File: src/rtl/ibpl_cond_pkg.sv
// Shared constants and types for the interbackplane input conditioner.
// Build option: IBPL_COND_EDGE_CNT_EN adds the per-channel rising-edge counter constants.
package ibpl_cond_pkg;

    localparam int unsigned CHANNELS_MAX    = 8;
    localparam int unsigned SYNC_STAGES_DEF = 2;
    localparam int unsigned FILTER_W_DEF    = 4;
    localparam int unsigned STRETCH_DEF     = 6250000;
    localparam int unsigned STRETCH_W_DEF   = 23;
`ifdef IBPL_COND_EDGE_CNT_EN
    localparam int unsigned EDGE_CNT_W      = 16;
`endif

    typedef logic [CHANNELS_MAX-1:0] ch_vec_t;

endpackage

File: src/rtl/ibpl_input_conditioner_if.sv
// Conditioner bus: raw pins/enables/filter length in, clean levels, edges and activity out.
// Build option: IBPL_COND_EDGE_CNT_EN adds cnt_clr and edge_cnt.
interface ibpl_input_conditioner_if
    import ibpl_cond_pkg::*;
#(
    parameter int unsigned FILTER_W = FILTER_W_DEF
);
    ch_vec_t               internal_in;
    ch_vec_t               input_enable;
    logic [FILTER_W-1:0]   filter_len;
    ch_vec_t               cond_out;
    ch_vec_t               rise_pulse;
    ch_vec_t               fall_pulse;
    ch_vec_t               input_act;
`ifdef IBPL_COND_EDGE_CNT_EN
    ch_vec_t                              cnt_clr;
    logic [CHANNELS_MAX*EDGE_CNT_W-1:0]   edge_cnt;

    modport master (
        output internal_in, input_enable, filter_len, cnt_clr,
        input  cond_out, rise_pulse, fall_pulse, input_act, edge_cnt
    );
    modport slave (
        input  internal_in, input_enable, filter_len, cnt_clr,
        output cond_out, rise_pulse, fall_pulse, input_act, edge_cnt
    );
`else
    modport master (
        output internal_in, input_enable, filter_len,
        input  cond_out, rise_pulse, fall_pulse, input_act
    );
    modport slave (
        input  internal_in, input_enable, filter_len,
        output cond_out, rise_pulse, fall_pulse, input_act
    );
`endif
endinterface

File: src/rtl/ibpl_cond_channel.sv
// One conditioner channel: synchroniser, glitch filter, enable gate, edge detect, activity stretcher.
// Build option: IBPL_COND_EDGE_CNT_EN adds a saturating rising-edge counter.
module ibpl_cond_channel
    import ibpl_cond_pkg::*;
#(
    parameter int unsigned SYNC_STAGES    = SYNC_STAGES_DEF,
    parameter int unsigned FILTER_W       = FILTER_W_DEF,
    parameter int unsigned STRETCH_CYCLES = STRETCH_DEF,
    parameter int unsigned STRETCH_W      = STRETCH_W_DEF
) (
    input  logic                clk,
    input  logic                rst,
    input  logic                pin_i,
    input  logic                en_i,
    input  logic [FILTER_W-1:0] filter_len_i,
`ifdef IBPL_COND_EDGE_CNT_EN
    input  logic                   cnt_clr_i,
    output logic [EDGE_CNT_W-1:0]  edge_cnt_o,
`endif
    output logic                cond_o,
    output logic                rise_o,
    output logic                fall_o,
    output logic                act_o
);

    logic [SYNC_STAGES-1:0] sync_q, sync_d;
    logic [FILTER_W-1:0]    filt_q, filt_d;
    logic [STRETCH_W-1:0]   str_q, str_d;
    logic                   cond_q, cond_d;
    logic                   rise_q, rise_d;
    logic                   fall_q, fall_d;
    logic                   act_q, act_d;
    logic                   s;

    assign s = sync_q[SYNC_STAGES-1];

    // Disable forces everything quiet; otherwise filter toggles once the difference persists.
    always_comb begin
        sync_d = {sync_q[SYNC_STAGES-2:0], pin_i};
        filt_d = filt_q;
        cond_d = cond_q;
        rise_d = 1'b0;
        fall_d = 1'b0;
        str_d  = str_q;
        act_d  = (str_q != '0);
        if (!en_i) begin
            filt_d = '0;
            cond_d = 1'b0;
            str_d  = '0;
        end else begin
            if (s == cond_q) begin
                filt_d = '0;
            end else if (filt_q >= filter_len_i) begin
                filt_d = '0;
                cond_d = ~cond_q;
                rise_d = ~cond_q;
                fall_d = cond_q;
            end else if (filt_q != '1) begin
                filt_d = filt_q + FILTER_W'(1);
            end
            if (rise_d || fall_d) begin
                str_d = STRETCH_W'(STRETCH_CYCLES);
            end else if (str_q != '0) begin
                str_d = str_q - STRETCH_W'(1);
            end
        end
    end

    always_ff @(posedge clk) begin
        if (rst) begin
            sync_q <= '0;
            filt_q <= '0;
            cond_q <= 1'b0;
            rise_q <= 1'b0;
            fall_q <= 1'b0;
            str_q  <= '0;
            act_q  <= 1'b0;
        end else begin
            sync_q <= sync_d;
            filt_q <= filt_d;
            cond_q <= cond_d;
            rise_q <= rise_d;
            fall_q <= fall_d;
            str_q  <= str_d;
            act_q  <= act_d;
        end
    end

    assign cond_o = cond_q;
    assign rise_o = rise_q;
    assign fall_o = fall_q;
    assign act_o  = act_q;

`ifdef IBPL_COND_EDGE_CNT_EN
    logic [EDGE_CNT_W-1:0] ecnt_q, ecnt_d;

    // Clear wins over a coincident rising edge; count sticks at all-ones.
    always_comb begin
        ecnt_d = ecnt_q;
        if (cnt_clr_i) begin
            ecnt_d = '0;
        end else if (rise_q && (ecnt_q != '1)) begin
            ecnt_d = ecnt_q + EDGE_CNT_W'(1);
        end
    end

    always_ff @(posedge clk) begin
        if (rst) begin
            ecnt_q <= '0;
        end else begin
            ecnt_q <= ecnt_d;
        end
    end

    assign edge_cnt_o = ecnt_q;
`endif

endmodule

File: src/rtl/ibpl_input_conditioner.sv
// Top: CHANNELS conditioner channels, outputs zero-padded to the full 8-bit bus.
// Build option: IBPL_COND_EDGE_CNT_EN enables per-channel rising-edge counters.
module ibpl_input_conditioner
    import ibpl_cond_pkg::*;
#(
    parameter int unsigned CHANNELS       = CHANNELS_MAX,
    parameter int unsigned SYNC_STAGES    = SYNC_STAGES_DEF,
    parameter int unsigned FILTER_W       = FILTER_W_DEF,
    parameter int unsigned STRETCH_CYCLES = STRETCH_DEF,
    parameter int unsigned STRETCH_W      = STRETCH_W_DEF
) (
    input  logic                      clk,
    input  logic                      rst,
    ibpl_input_conditioner_if.slave   bus
);

    logic cond_w [CHANNELS_MAX];
    logic rise_w [CHANNELS_MAX];
    logic fall_w [CHANNELS_MAX];
    logic act_w  [CHANNELS_MAX];
`ifdef IBPL_COND_EDGE_CNT_EN
    logic [EDGE_CNT_W-1:0] ecnt_w [CHANNELS_MAX];
`endif

    for (genvar g = 0; g < CHANNELS_MAX; g++) begin : g_ch
        if (g < CHANNELS) begin : g_on
            ibpl_cond_channel #(
                .SYNC_STAGES    (SYNC_STAGES),
                .FILTER_W       (FILTER_W),
                .STRETCH_CYCLES (STRETCH_CYCLES),
                .STRETCH_W      (STRETCH_W)
            ) u_ch (
                .clk          (clk),
                .rst          (rst),
                .pin_i        (bus.internal_in[g]),
                .en_i         (bus.input_enable[g]),
                .filter_len_i (bus.filter_len),
`ifdef IBPL_COND_EDGE_CNT_EN
                .cnt_clr_i    (bus.cnt_clr[g]),
                .edge_cnt_o   (ecnt_w[g]),
`endif
                .cond_o       (cond_w[g]),
                .rise_o       (rise_w[g]),
                .fall_o       (fall_w[g]),
                .act_o        (act_w[g])
            );
        end else begin : g_off
            assign cond_w[g] = 1'b0;
            assign rise_w[g] = 1'b0;
            assign fall_w[g] = 1'b0;
            assign act_w[g]  = 1'b0;
`ifdef IBPL_COND_EDGE_CNT_EN
            assign ecnt_w[g] = '0;
`endif
        end
    end

    // Pack per-channel results onto the bus.
    always_comb begin
        bus.cond_out   = '0;
        bus.rise_pulse = '0;
        bus.fall_pulse = '0;
        bus.input_act  = '0;
`ifdef IBPL_COND_EDGE_CNT_EN
        bus.edge_cnt   = '0;
`endif
        for (int i = 0; i < CHANNELS_MAX; i++) begin
            bus.cond_out[i]   = cond_w[i];
            bus.rise_pulse[i] = rise_w[i];
            bus.fall_pulse[i] = fall_w[i];
            bus.input_act[i]  = act_w[i];
`ifdef IBPL_COND_EDGE_CNT_EN
            bus.edge_cnt[EDGE_CNT_W*i +: EDGE_CNT_W] = ecnt_w[i];
`endif
        end
    end

endmodule

File: src/flat_wrapper.sv
// flat-port wrapper written by rule: the top's interface ports become plain ports
module ibpl_input_conditioner_flat import ibpl_cond_pkg::*;
#(
    parameter int unsigned CHANNELS       = CHANNELS_MAX,
    parameter int unsigned SYNC_STAGES    = SYNC_STAGES_DEF,
    parameter int unsigned FILTER_W       = FILTER_W_DEF,
    parameter int unsigned STRETCH_CYCLES = STRETCH_DEF,
    parameter int unsigned STRETCH_W      = STRETCH_W_DEF
)
  (clk, rst, bus_internal_in, bus_input_enable, bus_filter_len, bus_cond_out, bus_rise_pulse, bus_fall_pulse, bus_input_act);
  ibpl_input_conditioner_if #(.FILTER_W(FILTER_W)) bus_i ();
  input  logic clk;
  input  logic rst;
  input wire logic [$bits(bus_i.internal_in)-1:0] bus_internal_in;
  input wire logic [$bits(bus_i.input_enable)-1:0] bus_input_enable;
  input wire logic [$bits(bus_i.filter_len)-1:0] bus_filter_len;
  output wire logic [$bits(bus_i.cond_out)-1:0] bus_cond_out;
  output wire logic [$bits(bus_i.rise_pulse)-1:0] bus_rise_pulse;
  output wire logic [$bits(bus_i.fall_pulse)-1:0] bus_fall_pulse;
  output wire logic [$bits(bus_i.input_act)-1:0] bus_input_act;
  assign bus_i.internal_in = bus_internal_in;
  assign bus_i.input_enable = bus_input_enable;
  assign bus_i.filter_len = bus_filter_len;
  assign bus_cond_out = bus_i.cond_out;
  assign bus_rise_pulse = bus_i.rise_pulse;
  assign bus_fall_pulse = bus_i.fall_pulse;
  assign bus_input_act = bus_i.input_act;
  ibpl_input_conditioner #(.CHANNELS(CHANNELS), .SYNC_STAGES(SYNC_STAGES), .FILTER_W(FILTER_W), .STRETCH_CYCLES(STRETCH_CYCLES), .STRETCH_W(STRETCH_W)) u_core (.clk(clk), .rst(rst), .bus(bus_i));
endmodule
File: config.mk
export PLATFORM = sky130hd
export DESIGN_NAME = ibpl_input_conditioner_flat
export DESIGN_NICKNAME = d
export VERILOG_FILES = /design/src/rtl/ibpl_cond_pkg.sv /design/src/rtl/ibpl_input_conditioner_if.sv /design/src/rtl/ibpl_cond_channel.sv /design/src/rtl/ibpl_input_conditioner.sv /design/src/flat_wrapper.sv
export SDC_FILE = /design/constraint.sdc
export NUM_CORES = 1
export LEC_CHECK = 0
export BUFFER_PORTS_ARGS = -buffer_cell sky130_fd_sc_hd__buf_4
export CAP_MARGIN = 15
export CORE_UTILIZATION = 35
export DETAILED_ROUTE_END_ITERATION = 6
export GPL_ROUTABILITY_DRIVEN = 0
export HOLD_SLACK_MARGIN = 0.12
export PLACE_DENSITY = 0.61
export SLEW_MARGIN = 5
export SYNTH_ARGS = -nofsm -noshare
export SYNTH_HDL_FRONTEND = slang
export SYNTH_SLANG_ARGS = --single-unit
File: constraint.sdc
create_clock -name clk -period 3.15 [get_ports clk]
set_clock_uncertainty 0.15 [all_clocks]
set_input_delay 0 -clock clk [delete_from_list [all_inputs] [get_ports clk]]
set_output_delay 0 -clock clk [all_outputs]
set_load 0.02 [all_outputs]
After elaboration in Yosys (flattened, before gate mapping)
Index checks and enable logic that the tools add are counted.
{"block": "classes", "addsub": 16, "n_lt_le_gt_ge": 8, "n_eq_ne": 16, "muxes": 64, "bitwise": 24, "reduce_logical": 56}
{"op": "$mux W23", "count": 16}
{"op": "$reduce_bool A23 Y1", "count": 8}
{"op": "$sub A23 B1 Y23 const B", "count": 8}
{"op": "$mux W1", "count": 48}
{"op": "$add A4 B1 Y4 const B", "count": 8}
{"op": "$ge A4 B4 Y1", "count": 8}
{"op": "$ne A4 B4 Y1 const B", "count": 8}
{"op": "$reduce_or A4 Y1", "count": 8}
{"op": "$not A1 Y1", "count": 24}
{"op": "$reduce_or A3 Y1", "count": 8}
{"op": "$reduce_and A2 Y1", "count": 8}
{"op": "$reduce_bool A2 Y1", "count": 8}
{"op": "$reduce_or A2 Y1", "count": 8}
{"op": "$eq A1 B1 Y1", "count": 8}
{"op": "$logic_or A1 B1 Y1", "count": 8}
{"block": "word_totals", "ff_bits": 264, "inputBits": 22, "output_inout_bits": 32, "elab_cells": 248}

Depth between registers and ports, before layout
{"block": "logic_depth", "ltp_word": 6, "depth_mapped": 9}

By module
From an unflattened synthesis, not the netlist that was laid out.
{"block": "hier_totals", "hier_cells": 1467, "area_unflattened_um2": 13503.0}
{"mod": "ibpl_cond_channel (u_core.g_ch[0].g_on.u_ch ...)", "instances": 6, "cells_each": 181, "area_each_um2": 1687.9}
{"mod": "ibpl_cond_channel (u_core.g_ch[6].g_on.u_ch)", "instances": 1, "cells_each": 199, "area_each_um2": 1776.7}
{"mod": "ibpl_cond_channel (u_core.g_ch[7].g_on.u_ch)", "instances": 1, "cells_each": 182, "area_each_um2": 1599.0}

Worst setup path after synthesis
Ideal clock, no wire load.
{"block": "synth_path", "path_kind": "register to register", "start": "register u_core.g_ch[3].g_on.u_ch.str_q[0]", "end": "register u_core.g_ch[3].g_on.u_ch.str_q[3]", "setup_ns": 0.128, "arrival_ns": 2.167, "required_ns": 2.872, "setup_slack_ns": 0.706, "path_stages_with_launch": 10, "n_path_buf": 2, "period_less_slack_ns": 2.444, "path_cell_list": "dfxtp_1 -> inv_1 -> ha_1 -> or3b_2 -> or4_4 -> buf_6 -> buf_6 -> o211ai_1 -> xor2_1 -> nor2_1"}
{"block": "synth_via", "elab_chain_cells": 1}
{"element": "from (decl)", "line_no": "ibpl_cond_channel.sv:28", "source": "logic [STRETCH_W-1:0] str_q, str_d;"}
{"element": "from (signal assigned)", "line_no": "ibpl_cond_channel.sv:84", "source": "str_q <= str_d;"}
{"element": "$sub A23 B1 Y23 / $reduce_bool A23 Y1 (equally long branches)", "line_no": "ibpl_cond_channel.sv:64, ibpl_cond_channel.sv:63"}
Several ways; a longest one is shown, not always the timed one.
A chain may end at the register's enable or synchronous reset.

Worst setup path in the final report
{"block": "layout_path", "start": "register u_core.g_ch[6].g_on.u_ch.filt_q[0]", "end": "register u_core.g_ch[6].g_on.u_ch.str_q[1]"}
{"block": "layout_via", "elab_chain_cells": 6}
{"element": "from (decl)", "line_no": "ibpl_cond_channel.sv:27", "source": "logic [FILTER_W-1:0] filt_q, filt_d;"}
{"element": "from (signal assigned)", "line_no": "ibpl_cond_channel.sv:80", "source": "filt_q <= filt_d;"}
{"element": "$ge A4 B4 Y1 (*)", "line_no": "ibpl_cond_channel.sv:53", "source": "end else if (filt_q >= filter_len_i) begin"}
{"element": "$mux W1", "line_no": "ibpl_cond_channel.sv:53"}
{"element": "$mux W1", "line_no": "ibpl_cond_channel.sv:51", "source": "if (s == cond_q) begin"}
{"element": "$mux W1", "line_no": "ibpl_cond_channel.sv:46", "source": "if (!en_i) begin"}
{"element": "$logic_or A1 B1 Y1 (*)", "line_no": "ibpl_cond_channel.sv:61", "source": "if (rise_d || fall_d) begin"}
{"element": "$reduce_or A3 Y1 (no source line) (*)"}
{"element": "to (signal assigned)", "line_no": "ibpl_cond_channel.sv:84"}
{"element": "to (decl)", "line_no": "ibpl_cond_channel.sv:28"}
Every way passes the cells marked *; elsewhere a longest branch is shown, timed or not. The select of a mux whose other input is x is not followed.

==> impl_metrics.ini <==
[status]
status = finished, violations left
violations = DRC

[cts]
cts_root_buf = clkbuf_16
clk_pin_slew_worst_paths_ns = 0.06
cts_buffers = 30
cts_tree = built
worst_skew_pair.late_latency_ns = 0.56
clock_path_buffers = 3
cts_htree_levels = 1
cts.sinks = 264

[synth]
yosys_warnings = 0
synth_compound_area_share_pct = 15.36
post_synth_inst_count = 1457
syn_avg_cell_area_um2 = 8.803
synthFlopType = dfxtp_1
yosysSeqAreaShare_pct = 41.21
ys_types = 64
synthArstFlopShare_pct = 0
synth_nets = 1527
synth.mux.area_fraction_pct = 1.024
ys_ff_latch = 264
synthXorXnorAreaFrac_pct = 7.921
synth_area_um2 = 12830
synth_fa_ha_area_share_pct = 4.682
synth-edff-count = 0
synth_simple_gate_area_share_pct = 24.75
synth_top_family_by_area = simple AND/OR/NAND/NOR gates

[global_route]
antenna_found_initial = 0
grt_max_degree = 28
grt_usage_pct = 14.60
grt_pass1_vias = 10000
grt_pass1_wl_um = 47300
overflow = 0

[routing]
wire_per_inst_um = 13.65
drtIter0Drc = 509
drc = 1
vias = 10450
postRouteAntennaNets = 0
dr.pass1.iters = 7
via_per_inst = 5.228
drt-total-wl_um = 27270

[timing]
fin_crit_sh_pct = 88.24
slew_headroom_pct = 46.99
rsz0062_at_grt = no
worstMarginPinSlew_ns = 0.7751
slew_violations = 0
hold_violations = 0
setup_viol = 0
finalSetupTns_ns = 0
fmax_mhz = 359.8
finalCriticalPeriod_ns = 2.780

[placed_design]
hpwl_um = 18510
io_buffers = 53

[min_path]
holdPathEnd = u_core.g_ch[5].g_on.u_ch.act_o
min_delay_path_depth = 3
hold_class = in -> reg
holdCritStartpoint = rst

[critical_path]
critPathKind = reg -> reg
startpoint_type = register
required_ns = 3.46
reg2reg_to = u_core.g_ch[6].g_on.u_ch.str_q[1]
r2r-start = u_core.g_ch[6].g_on.u_ch.filt_q[0]
end_kind = register
timing.reg2reg.setup_slack_ns = 0.37
cp_max_fo = 11
worstRegToRegCells = 7
cp.arrival_ns = 3.09

[floorplanning]
die_h_um = 193.4
rows = 69
start_util_pct = 35.80
die_area_um2 = 37420
core_area_um2 = 35830
die_x_um = 193.4
ios = 54

[final_layout]
syn_to_final_growth_pct = 15.69
antenna_cells = 0
utilization_pct = 41.41
final_net_count = 1587
final_layout_size_suffix_gt1_share_pct = 10.74

[flow_run]
cap_violations = 0
==> how the worst max path moves through the flow <==
stage                                                   from                                 end  slack [ns]  cells after the start
after global routing      u_core.g_ch[4].g_on.u_ch.filt_q[0]   u_core.g_ch[4].g_on.u_ch.str_q[1]        0.11                      7
after global placement     u_core.g_ch[7].g_on.u_ch.str_q[3]  u_core.g_ch[7].g_on.u_ch.str_q[21]        0.51                      5
after CTS                 u_core.g_ch[6].g_on.u_ch.filt_q[0]   u_core.g_ch[6].g_on.u_ch.str_q[1]        0.29                      7
after floorplan            u_core.g_ch[3].g_on.u_ch.str_q[0]   u_core.g_ch[3].g_on.u_ch.str_q[3]        0.71                      9
after detailed placement  u_core.g_ch[6].g_on.u_ch.filt_q[0]   u_core.g_ch[6].g_on.u_ch.str_q[1]        0.32                      7
final                     u_core.g_ch[6].g_on.u_ch.filt_q[0]   u_core.g_ch[6].g_on.u_ch.str_q[1]        0.37                      7
==> timing repair <==
| action | 4_1_cts | 5_1_grt |
|---|---|---|
| hold buffers | 34 | 0 |
| setup buffers | 0 | 0 |
| endpoints found under the hold margin | 182 | 0 |
| resized for setup | 0 | 0 |
==> synthesized netlist by cell type, types with 5 or more instances <==
cell	instances	area (um^2)
nor2b_1	23	143.9
clkbuf_1	45	168.9
nand2_1	47	176.4
or3b_2	5	43.79
o211ai_1	22	165.2
or2_2	14	87.58
buf_2	5	25.02
nand4b_1	5	43.79
or4_4	5	56.30
o31ai_1	28	210.2
nor2_1	170	638.1
a31oi_1	30	187.7
a211oi_1	20	150.1
o21a_1	8	60.06
nor4_1	38	237.7
nand3b_1	7	52.55
nand4_1	14	87.58
a21oi_1	88	440.4
ha_1	48	600.6
nor3b_1	12	90.09
nor3_1	51	255.2
o41ai_1	7	61.31
o21ai_0	74	370.4
nand2b_1	33	206.5
dfxtp_1	264	5285
mux2i_1	12	120.1
nor4b_1	9	78.83
nand3_1	35	175.2
inv_1	44	165.2
a2111oi_0	11	96.34
and3_1	8	50.05
or3_1	38	237.7
buf_4	32	240.2
xor2_1	54	473.0
or4_1	39	292.8
o311ai_0	7	61.31
xnor2_1	62	543.0
==> registers in the layout, indices dropped and copies added (netlist names) <==
name,count
u_core.g_ch.g_on.u_ch.act_o,8
u_core.g_ch.g_on.u_ch.cond_o,8
u_core.g_ch.g_on.u_ch.fall_o,8
u_core.g_ch.g_on.u_ch.filt_q,32
u_core.g_ch.g_on.u_ch.rise_o,8
u_core.g_ch.g_on.u_ch.str_q,184
u_core.g_ch.g_on.u_ch.sync_q,16
==> kinds of logic (layout without fill, tap and decap cells) <==
group / count (synthesis) / after routing
flops: 264 / 264
compound gates: 311 / 311
mux: 13 / 13
xor+xnor: 116 / 116
buf+inv: 131 / 211
fa+ha+maj: 48 / 48
simple gates: 574 / 574
==> layout make-up <==
class	count	area (um^2)
timing repair buffer	115	948.4
fill	3539	20990
clock buffer	45	878.3
multi-input combinational	1062	6893
clock inverter	7	91.34
sequential	264	5285
tap	461	576.8
inverter	44	165.2
==> cells in the final DEF, fill, tap and decap left out, types with 39 or more instances in the layout <==
| cell type | count |
|---|---|
| dfxtp_1 | 264 |
| nor2_1 | 170 |
| a21oi_1 | 88 |
| buf_4 | 81 |
| o21ai_0 | 74 |
| xnor2_1 | 62 |
| xor2_1 | 54 |
| nor3_1 | 51 |
| ha_1 | 48 |
| nand2_1 | 47 |
| inv_1 | 44 |
| or4_1 | 39 |
==> worst max-delay path: stages (launching register included) <==
cell and delay [ns]:
dfxtp_1 0.40, inv_1 0.07, ha_1 0.27, nand2b_1 0.14, a2111oi_0 0.64, or3_1 0.41, nand2_1 0.32, a211oi_1 0.28
==> through the flow <==
| step | std cells | cell area (um^2) | hold WS, ns | worst slack [ns] |
|---|---|---|---|---|
| after global routing | 1998 | 14840 | 0.3081 | 0.1150 |
| after floorplan | 1457 | 12830 | -0.02182 | 0.7058 |
| final | 1998 | 14840 | 0.2545 | 0.3704 |
| after CTS | 1998 | 14840 | 0.2770 | 0.2909 |
| after detailed placement | 1912 | 13530 | 0.06917 | 0.3170 |
| after global placement | 1912 | 13530 | 0.06547 | 0.5095 |
==> per-layer routing <==
metal	track usage, %	routed length [um]	part of all wire, %	up-vias
met3	2.197	987	3.6	41
met1	19.28	13260	49	4864
met2	24.50	12510	46	145
li1	-	-	-	5396
met4	4.415	514	1.9	0
met5	0	0	0	-
Power is not shown: default switching activity piles up to over one toggle a cycle in this logic, so the estimate is an artifact.
